===== config.mk =====
export PLATFORM = sky130hd
export DESIGN_NAME = wb_bayer_gen
export DESIGN_NICKNAME = d
export VERILOG_FILES = /design/src/rtl/wb_bayer_gen.sv
export SDC_FILE = /design/constraint.sdc
export NUM_CORES = 1
export LEC_CHECK = 0
export ABC_CLOCK_PERIOD_IN_PS = 9900
export BUFFER_PORTS_ARGS = -buffer_cell sky130_fd_sc_hd__buf_2
export CAP_MARGIN = 20
export CORE_ASPECT_RATIO = 0.7
export CORE_MARGIN = 10
export CORE_UTILIZATION = 55
export CTS_CLUSTER_SIZE = 12
export DETAILED_ROUTE_END_ITERATION = 10
export MAX_ROUTING_LAYER = met4
export PLACE_DENSITY = 0.76
export SLEW_MARGIN = 0
export SYNTH_ARGS = -nofsm -noshare
export SYNTH_HDL_FRONTEND = slang
export SYNTH_SLANG_ARGS = --single-unit

===== constraint.sdc =====
create_clock -name clk -period 9.9 [get_ports clk]
set_clock_uncertainty 0.15 [all_clocks]
set_input_delay 1.485 -clock clk [delete_from_list [all_inputs] [get_ports clk]]
set_output_delay 1.485 -clock clk [all_outputs]
set_load 0.005 [all_outputs]

===== src/rtl/wb_bayer_gen.sv =====
// wb_bayer_gen: Bayer-order test-pattern source with sensor-style fval/lval timing.
// Geometry, colour values and pattern mode are captured into shadows at each frame start.
module wb_bayer_gen #(
    parameter BAYER_PATTERN = "GR",
    parameter int SENSOR_DAT_WIDTH = 10,
    parameter int GEOM_WIDTH = 16
) (
    input  logic                        clk,
    input  logic                        reset,
    input  logic                        i_enable,
    input  logic                        i_pattern_sel,
    input  logic [GEOM_WIDTH-1:0]       iv_width,
    input  logic [GEOM_WIDTH-1:0]       iv_height,
    input  logic [GEOM_WIDTH-1:0]       iv_h_blank,
    input  logic [GEOM_WIDTH-1:0]       iv_v_blank,
    input  logic [SENSOR_DAT_WIDTH-1:0] iv_r_value,
    input  logic [SENSOR_DAT_WIDTH-1:0] iv_g_value,
    input  logic [SENSOR_DAT_WIDTH-1:0] iv_b_value,
    output logic                        o_fval,
    output logic                        o_lval,
    output logic [SENSOR_DAT_WIDTH-1:0] ov_pix_data,
    output logic                        o_frame_done
);
    localparam logic [GEOM_WIDTH-1:0] one = {{(GEOM_WIDTH-1){1'b0}}, 1'b1};
    localparam logic pat_gr = (BAYER_PATTERN == "GR");
    localparam logic pat_rg = (BAYER_PATTERN == "RG");
    localparam logic pat_gb = (BAYER_PATTERN == "GB");
    localparam logic pat_bg = (BAYER_PATTERN == "BG");
    localparam logic pat_ok = pat_gr | pat_rg | pat_gb | pat_bg;
    // green sits where line and column parity agree for G-first orders
    localparam logic g_even = pat_gr | pat_gb;
    localparam logic r_row0 = pat_gr | pat_rg;

    typedef enum logic [2:0] {IDLE, FV_SETUP, LINE_ACT, LINE_BLANK, V_BLANK} state_t;

    state_t                      state, state_n;
    logic [GEOM_WIDTH-1:0]       cnt, cnt_n, line, line_n, sum;
    logic [GEOM_WIDTH-1:0]       width_s, height_s, hb_s, vb_s;
    logic [SENSOR_DAT_WIDTH-1:0] r_s, g_s, b_s, flat_v, pix_n;
    logic                        ramp_s, go, latch, lp, cp;

    always_comb begin
        go = i_enable && (iv_width != '0) && (iv_height != '0);
        state_n = state;
        cnt_n = cnt + one;
        line_n = line;
        latch = 1'b0;
        case (state)
            IDLE: begin
                cnt_n = '0;
                line_n = '0;
                if (go) begin
                    latch = 1'b1;
                    state_n = FV_SETUP;
                end
            end
            FV_SETUP: if (cnt == hb_s - one) begin
                cnt_n = '0;
                state_n = LINE_ACT;
            end
            LINE_ACT: if (cnt == width_s - one) begin
                cnt_n = '0;
                state_n = LINE_BLANK;
            end
            LINE_BLANK: if (cnt == hb_s - one) begin
                cnt_n = '0;
                line_n = (line == height_s - one) ? '0 : line + one;
                state_n = (line == height_s - one) ? V_BLANK : LINE_ACT;
            end
            V_BLANK: if (cnt == vb_s - one) begin
                cnt_n = '0;
                latch = go;
                state_n = go ? FV_SETUP : IDLE;
            end
            default: state_n = IDLE;
        endcase
        lp = line_n[0];
        cp = cnt_n[0];
        sum = cnt_n + line_n;
        flat_v = ((lp ^ cp) != g_even) ? g_s : ((lp ^ r_row0) ? r_s : b_s);
        pix_n = (state_n != LINE_ACT || !pat_ok) ? '0 : (ramp_s ? sum[SENSOR_DAT_WIDTH-1:0] : flat_v);
    end

    always_ff @(posedge clk or posedge reset) begin
        if (reset) begin
            state <= IDLE;
            cnt <= '0;
            line <= '0;
            width_s <= '0;
            height_s <= '0;
            hb_s <= one;
            vb_s <= one;
            r_s <= '0;
            g_s <= '0;
            b_s <= '0;
            ramp_s <= 1'b0;
            o_fval <= 1'b0;
            o_lval <= 1'b0;
            ov_pix_data <= '0;
            o_frame_done <= 1'b0;
        end else begin
            state <= state_n;
            cnt <= cnt_n;
            line <= line_n;
            if (latch) begin
                width_s <= iv_width;
                height_s <= iv_height;
                hb_s <= (iv_h_blank == '0) ? one : iv_h_blank;
                vb_s <= (iv_v_blank == '0) ? one : iv_v_blank;
                r_s <= iv_r_value;
                g_s <= iv_g_value;
                b_s <= iv_b_value;
                ramp_s <= i_pattern_sel;
            end
            o_fval <= (state_n == FV_SETUP) || (state_n == LINE_ACT) || (state_n == LINE_BLANK);
            o_lval <= (state_n == LINE_ACT);
            ov_pix_data <= pix_n;
            o_frame_done <= (state == LINE_BLANK) && (state_n == V_BLANK);
        end
    end
endmodule


==> impl_metrics.ini, run 1 <==
[outcome]
status = complete, no violations

[timing]
worstMarginPinSlew_ns = 1.08
rsz0062_at_grt = no
finalSetupTns_ns = 0
relSlewSlack_pct = 26.8
max_freq_ghz = 0.158
finalMaxSlewViolations = 0
hold_viol_final = 0
min_period_ns = 6.34
post-route-period-util_pct = 64.0
fin_ws_ns = 3.56
setup_viol = 0

[power]
power.density_nw_per_um2 = 126
peakVddDrop_mv = 0.103
leakage_uw = 0.00487

[global_routing]
grt_pass1_vias = 7162
grt_usage_pct = 22.0
grt_antenna_before_repair = 0
grt_max_degree = 74
grt_pass1_wl_um = 37600
grt.overflow.total = 0

[clock_tree]
htree_num_levels = 4
cts_root_buffer = clkbuf_16
cts.sinks = 143
ctsResizeCount = 0
clockBufferDepth = 2
clk_latency_ns = 0.44
postCtsHoldBufs = 0
cts_buffers = 17
cts.clk_slew.worst_paths_ns = 0.07
post_cts_buffers = 0
cts_tree = built

[cells_and_area]
stdcell_count = 1194
multi_input_area_um2 = 4990
seqCellArea_um2 = 3580
final_common_cell = dfrtp_1
area_growth_pct = 14.1
n_antenna_cell = 0
fillCellCount = 1270
final_cell_mix = dfrtp_1 (141), buf_2 (111), mux2_2 (96)
layout-drive-gt1-share_pct = 26.9
nets = 1095

[synth]
syn_area_um2 = 8890
synth_cell_types = 80
synth_fp_nets = 1010
synth_edf_count = 0
async_reset_ff_share_pct = 100
synth_top_area_share_pct = 39.7
yosys_warnings = 0
ys_seq_area_share_pct = 40.3
synth-seq-cells = 143
synth-main-ff-cell = dfrtp_1
synthCells = 896
synth_top_cell_by_area = dfrtp_1
synthTopCellsByArea = dfrtp_1 (40%), mux2_2 (12%), xnor2_1 (6.0%)
syn_avg_cell_area_um2 = 9.92

[placement]
dp_hpwl_um = 17100
port-buffer-count = 110
pre_cts_ws_ns = 3.72
dp_cells = 1161
routabilityCongestion = 0.951

[routing]
routed_wl_um = 23000
drtAntennaViolNets = 0
drc = 0
route.detailed.wl_per_inst_um = 19.3
drt_iter0_markers = 738
vias_per_cell = 6.12
routed-via-count = 7311
drt-pass1-iter-count = 5

[critical_path]
worstSetupPathType = reg -> reg
endpoint_kind = flop
arrival_ns = 6.51
startpoint_type = flop
required_ns = 10.08
crit_fanout = 12

[hold_path]
hp-class = reg -> reg

[die]
die-area_um2 = 21700
placementRows = 38
core_um2 = 15700
io_pins = 111
die_width_um = 172
die_h_um = 126
initial_core_util_pct = 56.7

[flow_run]
drv_cap = 0
-- cells in the mapped netlist, types with 3 or more instances --
| cell | n |
|---|---|
| a22oi_1 | 4 |
| buf_2 | 6 |
| and2_1 | 7 |
| o31ai_1 | 4 |
| a211oi_1 | 6 |
| o2111ai_1 | 3 |
| xor2_1 | 42 |
| mux2_2 | 96 |
| a41oi_1 | 4 |
| or4_1 | 5 |
| a311oi_1 | 4 |
| nor4_1 | 35 |
| inv_1 | 33 |
| nor2_1 | 68 |
| a21o_1 | 6 |
| clkbuf_1 | 40 |
| nand3_1 | 33 |
| or3_1 | 7 |
| nand4b_1 | 4 |
| a21oi_1 | 19 |
| and3b_1 | 3 |
| and4_1 | 8 |
| and3_1 | 11 |
| o21ai_0 | 36 |
| a211o_1 | 7 |
| a2111oi_0 | 3 |
| o211ai_1 | 3 |
| nor2b_1 | 3 |
| ha_1 | 15 |
| nor3_1 | 26 |
| or2_2 | 3 |
| a221oi_1 | 3 |
| nand4_1 | 11 |
| dfrtp_1 | 141 |
| a311o_1 | 3 |
| mux2i_1 | 4 |
| nand2b_1 | 11 |
| a31oi_1 | 16 |
| nand2_1 | 50 |
| xnor2_1 | 61 |
| nor4b_1 | 3 |
-- metal layers --
metal | global-route usage (%) | up-vias | part of all wire, %
met2 | 30.2 | 294 | 42
met3 | 5.14 | 34 | 7.8
met4 | 5.66 | 0 | 1.4
met1 | 31.7 | 3515 | 48
li1 | - | 3468 | -
met5 | - | - | 0
-- final cells by class --
class                      count  share of cell area, %
multi-input combinational    672                   49.2
tap                          200                   2.47
clock inverter                15                   1.85
clock buffer                  17                   4.19
sequential                   143                   35.3
timing repair buffer         113                   5.62
inverter                      34                   1.36
-- worst paths after layout --
kind                       startpoint  cells after the start             end  slack (ns)
setup / recovery              hb_s[0]                     22  ov_pix_data[9]        3.56
hold / removal                 g_s[5]                      1          g_s[5]        0.36
setup reg to reg              hb_s[0]                     22  ov_pix_data[9]        3.56
hold reg to reg                g_s[5]                      1          g_s[5]        0.36
max in group asynchronous       reset                      3        hb_s[10]        7.24
min in group asynchronous       reset                      2          b_s[3]        0.98
-- per-stage QoR --
stage               util [%]  hold slack (ns)  total power, µW  instance area, µm²
floorplan                  -            0.322              606                8890
finish                  64.7            0.359             1280               10100
global placement        60.7            0.332              632                9530
detailed placement      60.7            0.343              633                9530
CTS                     64.6            0.359             1290               10100
global route            64.7            0.374             1310               10100
-- flip-flops by register name (all words and copies together) (netlist names) --
| signal | count |
|---|---|
| state | 3 |
| hb_s | 16 |
| r_s | 10 |
| o_frame_done | 1 |
| o_lval | 1 |
| vb_s | 16 |
| cnt | 16 |
| width_s | 16 |
| o_fval | 1 |
| b_s | 10 |
| ramp_s | 1 |
| g_s | 10 |
| ov_pix_data | 10 |
| height_s | 16 |
| line | 16 |
-- power breakdown --
group	switching (µW)	internal, µW	leakage [µW]
Sequential	0	584	0.00197
Clock	312	343	0.000294
Combinational	21.2	15.1	0.00261
-- worst max-delay path, stage by stage, from the launching register on --
cell	delay [ns]
dfstp_2	0.59
inv_1	0.06
ha_1	0.27
nor4b_1	0.19
or3_1	0.31
a2111oi_0	0.40
nor3_1	0.15
nor4_1	0.55
nand2_1	0.22
o21ai_1	0.65
inv_1	0.21
nand3_1	0.13
o21ai_0	0.15
ha_1	0.38
a21oi_1	0.10
o21ai_0	0.17
a21oi_1	0.12
o21ai_0	0.28
a21o_1	0.17
a21oi_1	0.07
or3_1	0.33
a2111oi_0	0.37
and3b_1	0.22
-- kinds of logic (layout without fill, tap and decap cells) --
group	after synthesis	after routing	synth area share, %
buffers and inverters	81	179	3.64
flip-flops	143	143	40.3
multiplexers	101	101	12.7
adder cells (fa/ha/maj)	16	16	2.34
AND/OR/NAND/NOR	304	304	18.8
XOR/XNOR	104	104	10.4
AO/OA/AOI/OAI	147	147	11.8
(Power assumes the default switching activity.)
==> run 2, diff against run 1 <==
--- a/config.mk
+++ b/config.mk
@@ -5,16 +5,17 @@
 export SDC_FILE = /design/constraint.sdc
 export NUM_CORES = 1
 export LEC_CHECK = 0
-export ABC_CLOCK_PERIOD_IN_PS = 9900
+export ABC_AREA = 1
+export ABC_CLOCK_PERIOD_IN_PS = 5800
 export BUFFER_PORTS_ARGS = -buffer_cell sky130_fd_sc_hd__buf_2
 export CAP_MARGIN = 20
 export CORE_ASPECT_RATIO = 0.7
 export CORE_MARGIN = 10
-export CORE_UTILIZATION = 55
+export CORE_UTILIZATION = 54
 export CTS_CLUSTER_SIZE = 12
 export DETAILED_ROUTE_END_ITERATION = 10
 export MAX_ROUTING_LAYER = met4
-export PLACE_DENSITY = 0.76
+export PLACE_DENSITY = 0.78
 export SLEW_MARGIN = 0
 export SYNTH_ARGS = -nofsm -noshare
 export SYNTH_HDL_FRONTEND = slang
==> constraint.sdc (replaced) <==
create_clock -name clk -period 5.8 [get_ports clk]
set_clock_uncertainty 0.15 [all_clocks]
set_input_delay 0.87 -clock clk [delete_from_list [all_inputs] [get_ports clk]]
set_output_delay 0.87 -clock clk [all_outputs]
set_load 0.005 [all_outputs]
==> impl_metrics.ini, run 2 <==
[synth]
synth_top_cell_by_area = dfrtp_1
syn_avg_cell_area_um2 = 6.89
async_reset_ff_share_pct = 100
synthTopCellsByArea = dfrtp_1 (36%), nand2_1 (18%), inv_1 (6.7%)
synth_top_area_share_pct = 36.4
yosys_warnings = 0
yosysMostFrequentCell = nand2_1
synth-main-ff-cell = dfrtp_1
synth_edf_count = 0
synth-seq-cells = 143
synth_cell_types = 55
synthTopCellsByCount = nand2_1 (475), inv_1 (173), dfrtp_1 (141), nor2_1 (139), nand3_1 (77)
synthCells = 1405
ys_seq_area_share_pct = 37.0
synth_fp_nets = 1519
syn_area_um2 = 9690

[critical_path]
cp_common_cell = nand2_1
r2r-start = hb_s[0]
rrSetupSlack_ns = 1.08
r2r_end = ov_pix_data[8]
slowest_stage = dfstp_2
arrival_ns = 4.93
crit_fanout = 9
r2r_cells = 31
endpoint_kind = flop
startpoint_type = flop
max_stage_delay_ns = 0.56
worstSetupPathType = reg -> reg
required_ns = 6.01

[placement]
port-buffer-count = 110
dp_hpwl_um = 20700
pre_cts_ws_ns = 1.28
routabilityCongestion = 0.994

[cells_and_area]
layout-drive-gt1-share_pct = 14.6
fillCellCount = 1554
n_antenna_cell = 0
multi_input_area_um2 = 5210
postLayoutCoreUtil_pct = 63.1
seqCellArea_um2 = 3580
final_cell_mix = nand2_1 (474), inv_1 (172), dfrtp_1 (141)
final_common_cell = nand2_1
nets = 1613
area_growth_pct = 13.2

[routing]
routed_wl_um = 26900
drt_iter0_markers = 876
routed-via-count = 9214
drtAntennaViolNets = 0
route.detailed.wl_per_inst_um = 15.4
drt-pass1-iter-count = 6
vias_per_cell = 5.29
drc = 0

[clock_tree]
clockBufferDepth = 2
cts_buffers = 17
htree_num_levels = 4
post_cts_buffers = 0
cts.sinks = 143
clk_latency_ns = 0.43
ctsResizeCount = 0
postCtsHoldBufs = 0
cts.clk_slew.worst_paths_ns = 0.07
cts_tree = built
cts_root_buffer = clkbuf_16

[power]
power_uw = 2170
switching_share_pct = 26.2
p_comb_share_pct = 3.0
peakVddDrop_mv = 0.188
switchingPower_uw = 568
pwr-share-clk_pct = 51.1
leakage_uw = 0.00580
seq_power_share_pct = 45.9
internal-power_uw = 1600
power.density_nw_per_um2 = 198

[global_routing]
grt.overflow.total = 0
grt_pass1_vias = 8689
grt_antenna_before_repair = 0
grt_max_degree = 92
grt_pass1_wl_um = 43800
grt_usage_pct = 22.8

[timing]
min_period_ns = 4.72
worstMarginPinSlew_ns = 0.826
rsz0062_at_grt = no
post-route-period-util_pct = 81.4
finalMaxSlewViolations = 0
finalSetupTns_ns = 0
fin_ws_ns = 1.08
max_freq_ghz = 0.212
relSlewSlack_pct = 44.9
hold_viol_final = 0
setup_viol = 0

[flow_run]
drv_cap = 0

[die]
placementRows = 40
die-area_um2 = 23800
die_h_um = 132
initial_core_util_pct = 55.8
io_pins = 111
die_width_um = 180
core_um2 = 17400

[hold_path]
hold_depth = 2
min_from = r_s[5]
hp-class = reg -> reg
worstHoldEndpoint = r_s[5]

[outcome]
status = complete, no violations
==> run 2: cell types whose count changed in the layout (fill, tap and decap cells not counted), moves of 15 or more <==
cell | before | now
nand3_1 | 33 | 77
o21ai_0 | 36 | 73
nand2_1 | 50 | 474
nand4_1 | 11 | 32
xnor2_1 | 61 | 26
nor2_2 | 0 | 15
mux2_2 | 96 | 0
nor3_1 | 26 | 9
inv_1 | 32 | 172
nor4_1 | 35 | 15
nor2_1 | 68 | 139
a31oi_1 | 16 | 1
==> run 2: metal layers <==
metal  routed length [µm]  vias to the layer above  share of wire (%)  global-route usage [%]
met5                    0                        -                  0                       -
met4                  357                        0                1.3                    4.95
met3                 2330                       32                8.7                    4.88
met2                10300                      424                 38                    30.0
met1                13900                     4160                 52                    34.5
li1                     -                     4598                  -                       -
==> run 2: cell families (layout without fill, tap and decap cells) <==
group,count (synthesis),count (layout),synth area share [%]
adder cells (fa/ha/maj),16,16,2.14
buffers and inverters,226,333,9.31
XOR/XNOR,81,81,7.54
AND/OR/NAND/NOR,817,817,37.0
AO/OA/AOI/OAI,122,122,7.05
flip-flops,143,143,37.0
==> run 2: cell type report <==
type / count / area share [%]
Inverter: 187 / 6.45
Clock buffer: 17 / 3.88
Sequential cell: 143 / 32.7
Multi-Input combinational cell: 1036 / 47.5
Tap cell: 231 / 2.64
Timing Repair Buffer: 114 / 5.29
Clock inverter: 15 / 1.56
==> run 2: per-stage QoR <==
| step | hold slack (ns) | cell area [µm²] | cells |
|---|---|---|---|
| 2_1_floorplan | 0.291 | 9690 | 1405 |
| 3_3_place_gp | 0.314 | 10400 | 1711 |
| 3_5_place_dp | 0.317 | 10400 | 1711 |
| 4_1_cts | 0.336 | 11000 | 1743 |
| 5_1_grt | 0.349 | 11000 | 1743 |
| 6_report | 0.334 | 11000 | 1743 |
==> run 2: worst max path at each step <==
| stage | to | cells past startpoint | start |
|---|---|---|---|
| finish | ov_pix_data[8] | 31 | hb_s[0] |
| global route | ov_pix_data[8] | 31 | hb_s[0] |
| CTS | ov_pix_data[8] | 31 | hb_s[0] |
| detailed placement | ov_pix_data[8] | 30 | hb_s[0] |
| global placement | ov_pix_data[8] | 30 | hb_s[0] |
| floorplan | b_s[0] | 1 | reset |
==> run 2: critical path, delay by kind of cell, from the launching register on <==
| family | cells | cell delay (ns) |
|---|---|---|
| adder cells (fa/ha/maj) | 3 | 0.72 |
| buffers and inverters | 6 | 0.58 |
| XOR/XNOR | 1 | 0.17 |
| AO/OA/AOI/OAI | 5 | 0.82 |
| flip-flops | 1 | 0.56 |
| AND/OR/NAND/NOR | 16 | 1.66 |
==> run 2: power groups by stage <==
stage,Sequential (µW),Combinational (µW),Clock (µW)
floorplan,1020,22.3,0
detailed placement,1020,67.1,0
global route,996,75.5,1160
finish,997,65.6,1110
CTS,997,67.4,1120
global placement,1020,65.6,0
